===== src/rtl/load_store_unit.sv =====
// Load/store initiator between the core pipeline and data memory.
// Holds one request at a time. Returns extended load data, a store completion, or an error.
//
// state      | meaning
// IDLE       | RequestReady high; waiting for a core request
// READ_WAIT  | ReadEnable high; waiting for ReadReady or timeout
// WRITE_WAIT | WriteEnable high; waiting for WriteReady or timeout
// RESPOND    | one-cycle ResponseValid pulse, then back to IDLE
module load_store_unit #(
    parameter int TIMEOUT_CYCLES = 255
) (
    input  logic        Clock,
    input  logic        Reset,
    input  logic        RequestValid,
    output logic        RequestReady,
    input  logic        RequestWrite,
    input  logic        RequestWidth,
    input  logic        RequestSigned,
    input  logic [15:0] RequestAddress,
    input  logic [15:0] RequestData,
    output logic        ResponseValid,
    output logic [15:0] ResponseData,
    output logic        ResponseError,
    output logic        ReadEnable,
    output logic        WriteEnable,
    output logic        DataWidth,
    output logic [15:0] DataAddress,
    output logic [15:0] MemoryDataOut,
    input  logic [15:0] MemoryDataIn,
    input  logic        ReadReady,
    input  logic        WriteReady
);

    typedef enum logic [1:0] {
        IDLE       = 2'd0,
        READ_WAIT  = 2'd1,
        WRITE_WAIT = 2'd2,
        RESPOND    = 2'd3
    } stateType;

    // The wait ends when the counter reaches this value with no Ready seen,
    // so the enable is high for exactly TIMEOUT_CYCLES cycles.
    localparam logic [15:0] LAST_COUNT = 16'(TIMEOUT_CYCLES - 1);

    stateType    state, stateNext;
    logic [15:0] waitCount, waitCountNext;
    logic        loadSigned, loadSignedNext;

    logic        requestReadyNext;
    logic        responseValidNext;
    logic [15:0] responseDataNext;
    logic        responseErrorNext;
    logic        readEnableNext;
    logic        writeEnableNext;
    logic        dataWidthNext;
    logic [15:0] dataAddressNext;
    logic [15:0] memoryDataOutNext;

    logic [15:0] loadResult;
    logic        timedOut;

    assign timedOut = (waitCount == LAST_COUNT);

    always_comb begin
        loadResult = MemoryDataIn;
        if (!DataWidth) begin
            if (loadSigned) begin
                loadResult = {{8{MemoryDataIn[7]}}, MemoryDataIn[7:0]};
            end else begin
                loadResult = {8'h00, MemoryDataIn[7:0]};
            end
        end
    end

    always_comb begin
        stateNext         = state;
        waitCountNext     = waitCount;
        loadSignedNext    = loadSigned;
        requestReadyNext  = 1'b0;
        responseValidNext = 1'b0;
        responseDataNext  = 16'h0000;
        responseErrorNext = 1'b0;
        readEnableNext    = ReadEnable;
        writeEnableNext   = WriteEnable;
        dataWidthNext     = DataWidth;
        dataAddressNext   = DataAddress;
        memoryDataOutNext = MemoryDataOut;

        case (state)
            IDLE: begin
                requestReadyNext = 1'b1;
                if (RequestValid && RequestReady) begin
                    requestReadyNext = 1'b0;
                    if (RequestWidth && RequestAddress[0]) begin
                        // Misaligned word: fail without touching memory.
                        stateNext         = RESPOND;
                        responseValidNext = 1'b1;
                        responseErrorNext = 1'b1;
                    end else begin
                        waitCountNext     = 16'h0000;
                        loadSignedNext    = RequestSigned;
                        dataWidthNext     = RequestWidth;
                        dataAddressNext   = RequestAddress;
                        memoryDataOutNext = RequestWidth ? RequestData
                                                         : {8'h00, RequestData[7:0]};
                        if (RequestWrite) begin
                            writeEnableNext = 1'b1;
                            stateNext       = WRITE_WAIT;
                        end else begin
                            readEnableNext = 1'b1;
                            stateNext      = READ_WAIT;
                        end
                    end
                end
            end

            READ_WAIT: begin
                if (ReadReady) begin
                    readEnableNext    = 1'b0;
                    responseValidNext = 1'b1;
                    responseDataNext  = loadResult;
                    stateNext         = RESPOND;
                end else if (timedOut) begin
                    readEnableNext    = 1'b0;
                    responseValidNext = 1'b1;
                    responseErrorNext = 1'b1;
                    stateNext         = RESPOND;
                end else begin
                    waitCountNext = waitCount + 16'd1;
                end
            end

            WRITE_WAIT: begin
                if (WriteReady) begin
                    writeEnableNext   = 1'b0;
                    responseValidNext = 1'b1;
                    stateNext         = RESPOND;
                end else if (timedOut) begin
                    writeEnableNext   = 1'b0;
                    responseValidNext = 1'b1;
                    responseErrorNext = 1'b1;
                    stateNext         = RESPOND;
                end else begin
                    waitCountNext = waitCount + 16'd1;
                end
            end

            RESPOND: begin
                requestReadyNext = 1'b1;
                stateNext        = IDLE;
            end

            default: begin
                stateNext = IDLE;
            end
        endcase
    end

    always_ff @(posedge Clock) begin
        if (Reset) begin
            state         <= IDLE;
            waitCount     <= 16'h0000;
            loadSigned    <= 1'b0;
            RequestReady  <= 1'b1;
            ResponseValid <= 1'b0;
            ResponseData  <= 16'h0000;
            ResponseError <= 1'b0;
            ReadEnable    <= 1'b0;
            WriteEnable   <= 1'b0;
            DataWidth     <= 1'b0;
            DataAddress   <= 16'h0000;
            MemoryDataOut <= 16'h0000;
        end else begin
            state         <= stateNext;
            waitCount     <= waitCountNext;
            loadSigned    <= loadSignedNext;
            RequestReady  <= requestReadyNext;
            ResponseValid <= responseValidNext;
            ResponseData  <= responseDataNext;
            ResponseError <= responseErrorNext;
            ReadEnable    <= readEnableNext;
            WriteEnable   <= writeEnableNext;
            DataWidth     <= dataWidthNext;
            DataAddress   <= dataAddressNext;
            MemoryDataOut <= memoryDataOutNext;
        end
    end

endmodule


===== config.mk =====
export PLATFORM = sky130hd
export DESIGN_NAME = load_store_unit
export DESIGN_NICKNAME = d
export VERILOG_FILES = /design/src/rtl/load_store_unit.sv
export SDC_FILE = /design/constraint.sdc
export NUM_CORES = 1
export LEC_CHECK = 0
export BUFFER_PORTS_ARGS = -buffer_cell sky130_fd_sc_hd__buf_2
export CORE_ASPECT_RATIO = 0.5
export CORE_UTILIZATION = 50
export CTS_CLUSTER_DIAMETER = 120
export DETAILED_ROUTE_END_ITERATION = 10
export GPL_TIMING_DRIVEN = 0
export HOLD_SLACK_MARGIN = 0.12
export PLACE_DENSITY = 0.9
export SKIP_CTS_REPAIR_TIMING = 1
export SLEW_MARGIN = 15
export SYNTH_ARGS = -nofsm -noshare
export SYNTH_HDL_FRONTEND = slang
export SYNTH_SLANG_ARGS = --single-unit

===== constraint.sdc =====
create_clock -name Clock -period 2.26 [get_ports Clock]
set_input_delay 0.226 -clock Clock [delete_from_list [all_inputs] [get_ports Clock]]
set_output_delay 0.226 -clock Clock [all_outputs]
set_load 0.01 [all_outputs]

Yosys cells after proc, flatten, opt, wreduce, memory -nomap -nowiden
Cells that the tools add are included.

Output and inout bits: 54. Memory bits (read-only): 0. Bits in registers: 73. Memories kept: 0. Word-level logic and storage cells: 77. Input port bits: 56. Bits in latches: 0. Memory bits (writable): 0.

Shifts and indexed selects: 0. $mul: 0. $add $sub $neg: 1. Equal/unequal tests: 12. Order comparisons: 0. Mux-type cells: 38. Reduce and logical (&&, ||, !) cells: 11. Bitwise logic cells: 3. Divide/modulo/power cells: 0.

Operators with widths (count): 16-bit 2-to-1 mux (8); 16-bit one-hot mux with 3 select lines (1); 1-bit 2-to-1 mux (17); 16-bit by 1-bit adder with 16-bit output (second input constant) (1); 16-bit by 8-bit == test with 1-bit output (second input constant) (1); 5-bit AND reduction (3); 2-bit 2-to-1 mux (6); 2-bit inequality test (second input constant) (6); 2-bit one-hot mux with 4 select lines (1); 3-bit inequality test (second input constant) (2); 1-bit one-hot mux with 2 select lines (3); 1-bit one-hot mux with 3 select lines (2); 2-bit == test (second input constant) (2); 2-bit nonzero test (2); 1-bit NOT (3); 3-bit AND reduction (1); 3-bit nonzero test (1); 3-bit OR reduction (1); 2-bit by 1-bit == test with 1-bit output (second input constant) (1); 1-bit logical AND (2); 2-bit logical NOT (1).

Longest topological paths before layout
Depth in word-level cells: 4. Mapped depth: 8. Gate-level depth less buffers: 6.

Least setup slack after synthesis
Ideal clock, no wire load.

Path type: register to register. Start point: register state[0]. End point: register waitCount[5]. Data arrival time: 2021 ps. Stages on the path, launching flop included: 8. Data required time: 2194 ps. Path buffers: 1. Slack: 173 ps. Period minus slack after synthesis: 2087 ps. Library setup time: 66 ps. Path through: dfxtp_1 -> inv_1 -> ha_1 -> a22oi_4 -> nand4b_4 -> buf_2 -> or4_2 -> a21oi_2.

Cells in the longest elaborated chain, start to end: 3.

Ends and longest elaborated chain: from (decl) (RTL line 45) `stateType state, stateNext;`; from (signal assigned) (RTL line 174) `state <= stateNext;`; 2-bit == test (tied with other cells) (RTL line 89) `case (state)`; 2-bit inequality test (no source line) or 3-bit nonzero test (tied branches); 5-bit AND reduction (no source line); to (signal assigned) (RTL line 175) `waitCount <= waitCountNext;`; to (decl) (RTL line 46) `logic [15:0] waitCount, waitCountNext;`.

Parallel ways exist; a longest one is shown, timed or not. A chain may end at the register's enable or synchronous reset.

Worst setup path after layout
Start point: register state[1]. End point: register waitCount[3].

Same word-level chain as after synthesis.

==> results_dict.tcl <==
set metrics [dict create \
    outcome "finished, final reports clean" \
    fin_tns_setup_ns 0 \
    die_w_um 114 \
    syn_area_per_cell_sq_um 9.01 \
    rows 19 \
    cp_max_fo 9 \
    dp_hpwl_um 5730 \
    syn_area_sq_mm 0.00314 \
    cap_violations 0 \
    postRouteAntennaNets 0 \
    io-pin-count 110 \
    power_leakage_uw 0.00178 \
    synthTopCellsByArea "dfxtp_1 47%, nand2_1 7.4%, a21oi_1 7.3%, ha_1 3.2%, o31ai_1 2.6%" \
    wire_per_inst_um 17.2 \
    powerDensity_mw_per_mm2 1040 \
    synth_top_cell_by_area "dfxtp_1" \
    core_sq_mm 0.00575 \
    fill_cells 400 \
    yosysSeqAreaShare_pct 46.6 \
    min_path_type "in -> reg" \
    critPathKind "reg -> reg" \
    clock_skew_ns 0.00701 \
    cp-start-kind "flip-flop" \
    place_area_sq_mm 0.00379 \
    max_freq_ghz 0.448 \
    tritoncts "done" \
    syn2layout_area_growth_pct 36.7 \
    peakVddDrop_mv 0.752 \
    fin_crit_sh_pct 98.8 \
    synth_warnings 0 \
    drv_slew 0 \
    setup_viol 0 \
    grt_pass1_vias 2973 \
    vias 3303 \
    clock-root-buffer "clkbuf_16" \
    n_antenna_cell 0 \
    fp.dieH_um 58.0 \
    ys_ff_latch 73 \
    fin_area_sq_mm 0.00429 \
    layout_commonest_cell "buf_2" \
    htree_levels 3 \
    critPathLaunch "state[1]$_SDFFE_PP0N_" \
    drtPass1Iterations 5 \
    layout_common_cells "113 x buf_2, 71 x dfxtp_1, 62 x nand2_1" \
    start_util_pct 54.5 \
    tightest_slew_ns 0.603 \
    synth_fp_nets 412 \
    cts-buffers-inserted 9 \
    final_nets 546 \
    arrival_ns 2.49 \
    finalCriticalPeriod_ns 2.23 \
    grt_max_degree 15 \
    cts.clk_slew.worst_paths_ns 0.06 \
    cts.sinks 73 \
    drive_gt1_share_pct 36.8 \
    overflow 0 \
    vias_per_cell 5.78 \
    synth_top_cell_area_share_pct 46.6 \
    grtUsageTotal_pct 26.0 \
    routed_wl_um 9820 \
    syn-instance-count 348 \
    endpoint_kind "flip-flop" \
    hp-start "RequestAddress[2]" \
    relSlewSlack_pct 59.6 \
    cts_max_path_buffers 2 \
    grt_pass1_wl_um 13400 \
    drt_first_iter_violations 259 \
    cpPeakStageDelay_ns 0.48 \
    port_buffers 109 \
    reg2reg_from "state[1]$_SDFFE_PP0N_" \
    drc 0 \
    cp_top_family "simple AND/OR/NAND/NOR gates" \
    clock_latency_ns 0.33 \
    crit_chain "inv_2 -> ha_4 -> or4b_4 -> nor4_4 -> buf_6 -> clkbuf_16 -> o31ai_2 -> a21oi_2" \
    finalHoldViolations 0 \
    critPathSlowestCell "or4b_4" \
    worst-path-buf-inv 3 \
    total_power_uw 4450 \
    die-area_sq_mm 0.00661 \
    post_synth_num_cell_types 54 \
    antenna_found_initial 0 \
    gp_congestion 0.871 \
    critPathRequiredTime_ns 2.52 \
]
-- per-stage QoR --
stage / instances / utilization [%] / setup WS [ns] / hold WS [ns]
floorplan: 348 / - / 0.173 / 0.348
global placement: 541 / 65.8 / -0.143 / 0.425
detailed placement: 541 / 65.8 / -0.195 / 0.429
CTS: 557 / 71.5 / -0.244 / 0.0932
global route: 571 / 74.6 / -0.0289 / 0.131
finish: 571 / 74.6 / 0.0274 / 0.127
-- Yosys cell counts (all sizes together) --
cell type and count:
a22oi 9, dfxtp 73, a31oi 2, nand3b 3, a21boi 2, nor3b 1, o41ai 1, and4 3
nor4 2, nor2 18, or4b 4, nand3 6, a21oi 54, and4b 1, ha 8, a21bo 2
or2 1, and2 9, o31a 1, inv 8, nand4b 2, o2bb2ai 1, or3 3, o22ai 1
o31ai 13, nor3 5, o21ai 4, o21a 1, nand2 62, mux2i 1, buf 8, a211oi 1
nand4 7, o311ai 1, or4 14, o32ai 1, nand2b 1, o21bai 2, clkbuf 12
-- cells by family after synthesis --
family,synth area share [%]
AND/OR/NAND/NOR,25.2
AO/OA/AOI/OAI,20.3
flip-flops,46.6
buffers and inverters,4.31
adder cells (fa/ha/maj),3.19
multiplexers,0.319
-- registers in the layout (all words and copies together), names as in the netlist --
signal / flops
MemoryDataOut: 16
WriteEnable: 1
DataWidth: 1
waitCount: 16
ResponseError: 1
RequestReady: 1
ResponseData: 16
state: 2
DataAddress: 16
ResponseValid: 1
loadSigned: 1
ReadEnable: 1
-- worst reg2reg max path, stage by stage (launching register included) --
cell and delay, ns:
dfxtp_4 0.37, inv_2 0.07, ha_4 0.30, or4b_4 0.49, nor4_4 0.37, buf_6 0.21, clkbuf_16 0.16, o31ai_2 0.07
a21oi_2 0.14
-- report_power, final --
group          switching (uW)  internal [uW]  total [uW]
Clock                     575            976        1550
Combinational             843            527        1370
Sequential               95.4           1430        1520
Total                    1510           2930        4450
-- worst paths after layout --
kind / to / slack [ns] / cells past startpoint
max reg2reg: waitCount[3]$_SDFFE_PP0P_ / 0.03 / 8
min: DataAddress[2]$_SDFFE_PP0P_ / 0.13 / 3
max: waitCount[3]$_SDFFE_PP0P_ / 0.03 / 8
min reg2reg: MemoryDataOut[7]$_SDFFE_PP0P_ / 0.45 / 2
-- area by class of cell --
| class | count | area, sq um | area share (%) |
|---|---|---|---|
| Inverter | 8 | 32.5 | 0.758 |
| Tap cell | 84 | 105 | 2.45 |
| Timing Repair Buffer | 123 | 686 | 16.0 |
| Clock inverter | 7 | 101 | 2.36 |
| Sequential cell | 73 | 1470 | 34.2 |
| Buffer | 20 | 108 | 2.51 |
| Multi-Input combinational cell | 247 | 1560 | 36.4 |
| Clock buffer | 9 | 225 | 5.25 |
-- metal layers --
| metal | GRT usage [%] | vias up | wire length [um] | share of wire, % |
|---|---|---|---|---|
| li1 | - | 1529 | - | - |
| met1 | 29.5 | 1534 | 3860 | 39 |
| met2 | 46.1 | 184 | 4660 | 48 |
| met3 | 7.43 | 56 | 755 | 7.7 |
| met4 | 12.8 | 0 | 535 | 5.4 |
| met5 | 0 | - | 0 | 0 |
(Power assumes the default switching activity.)
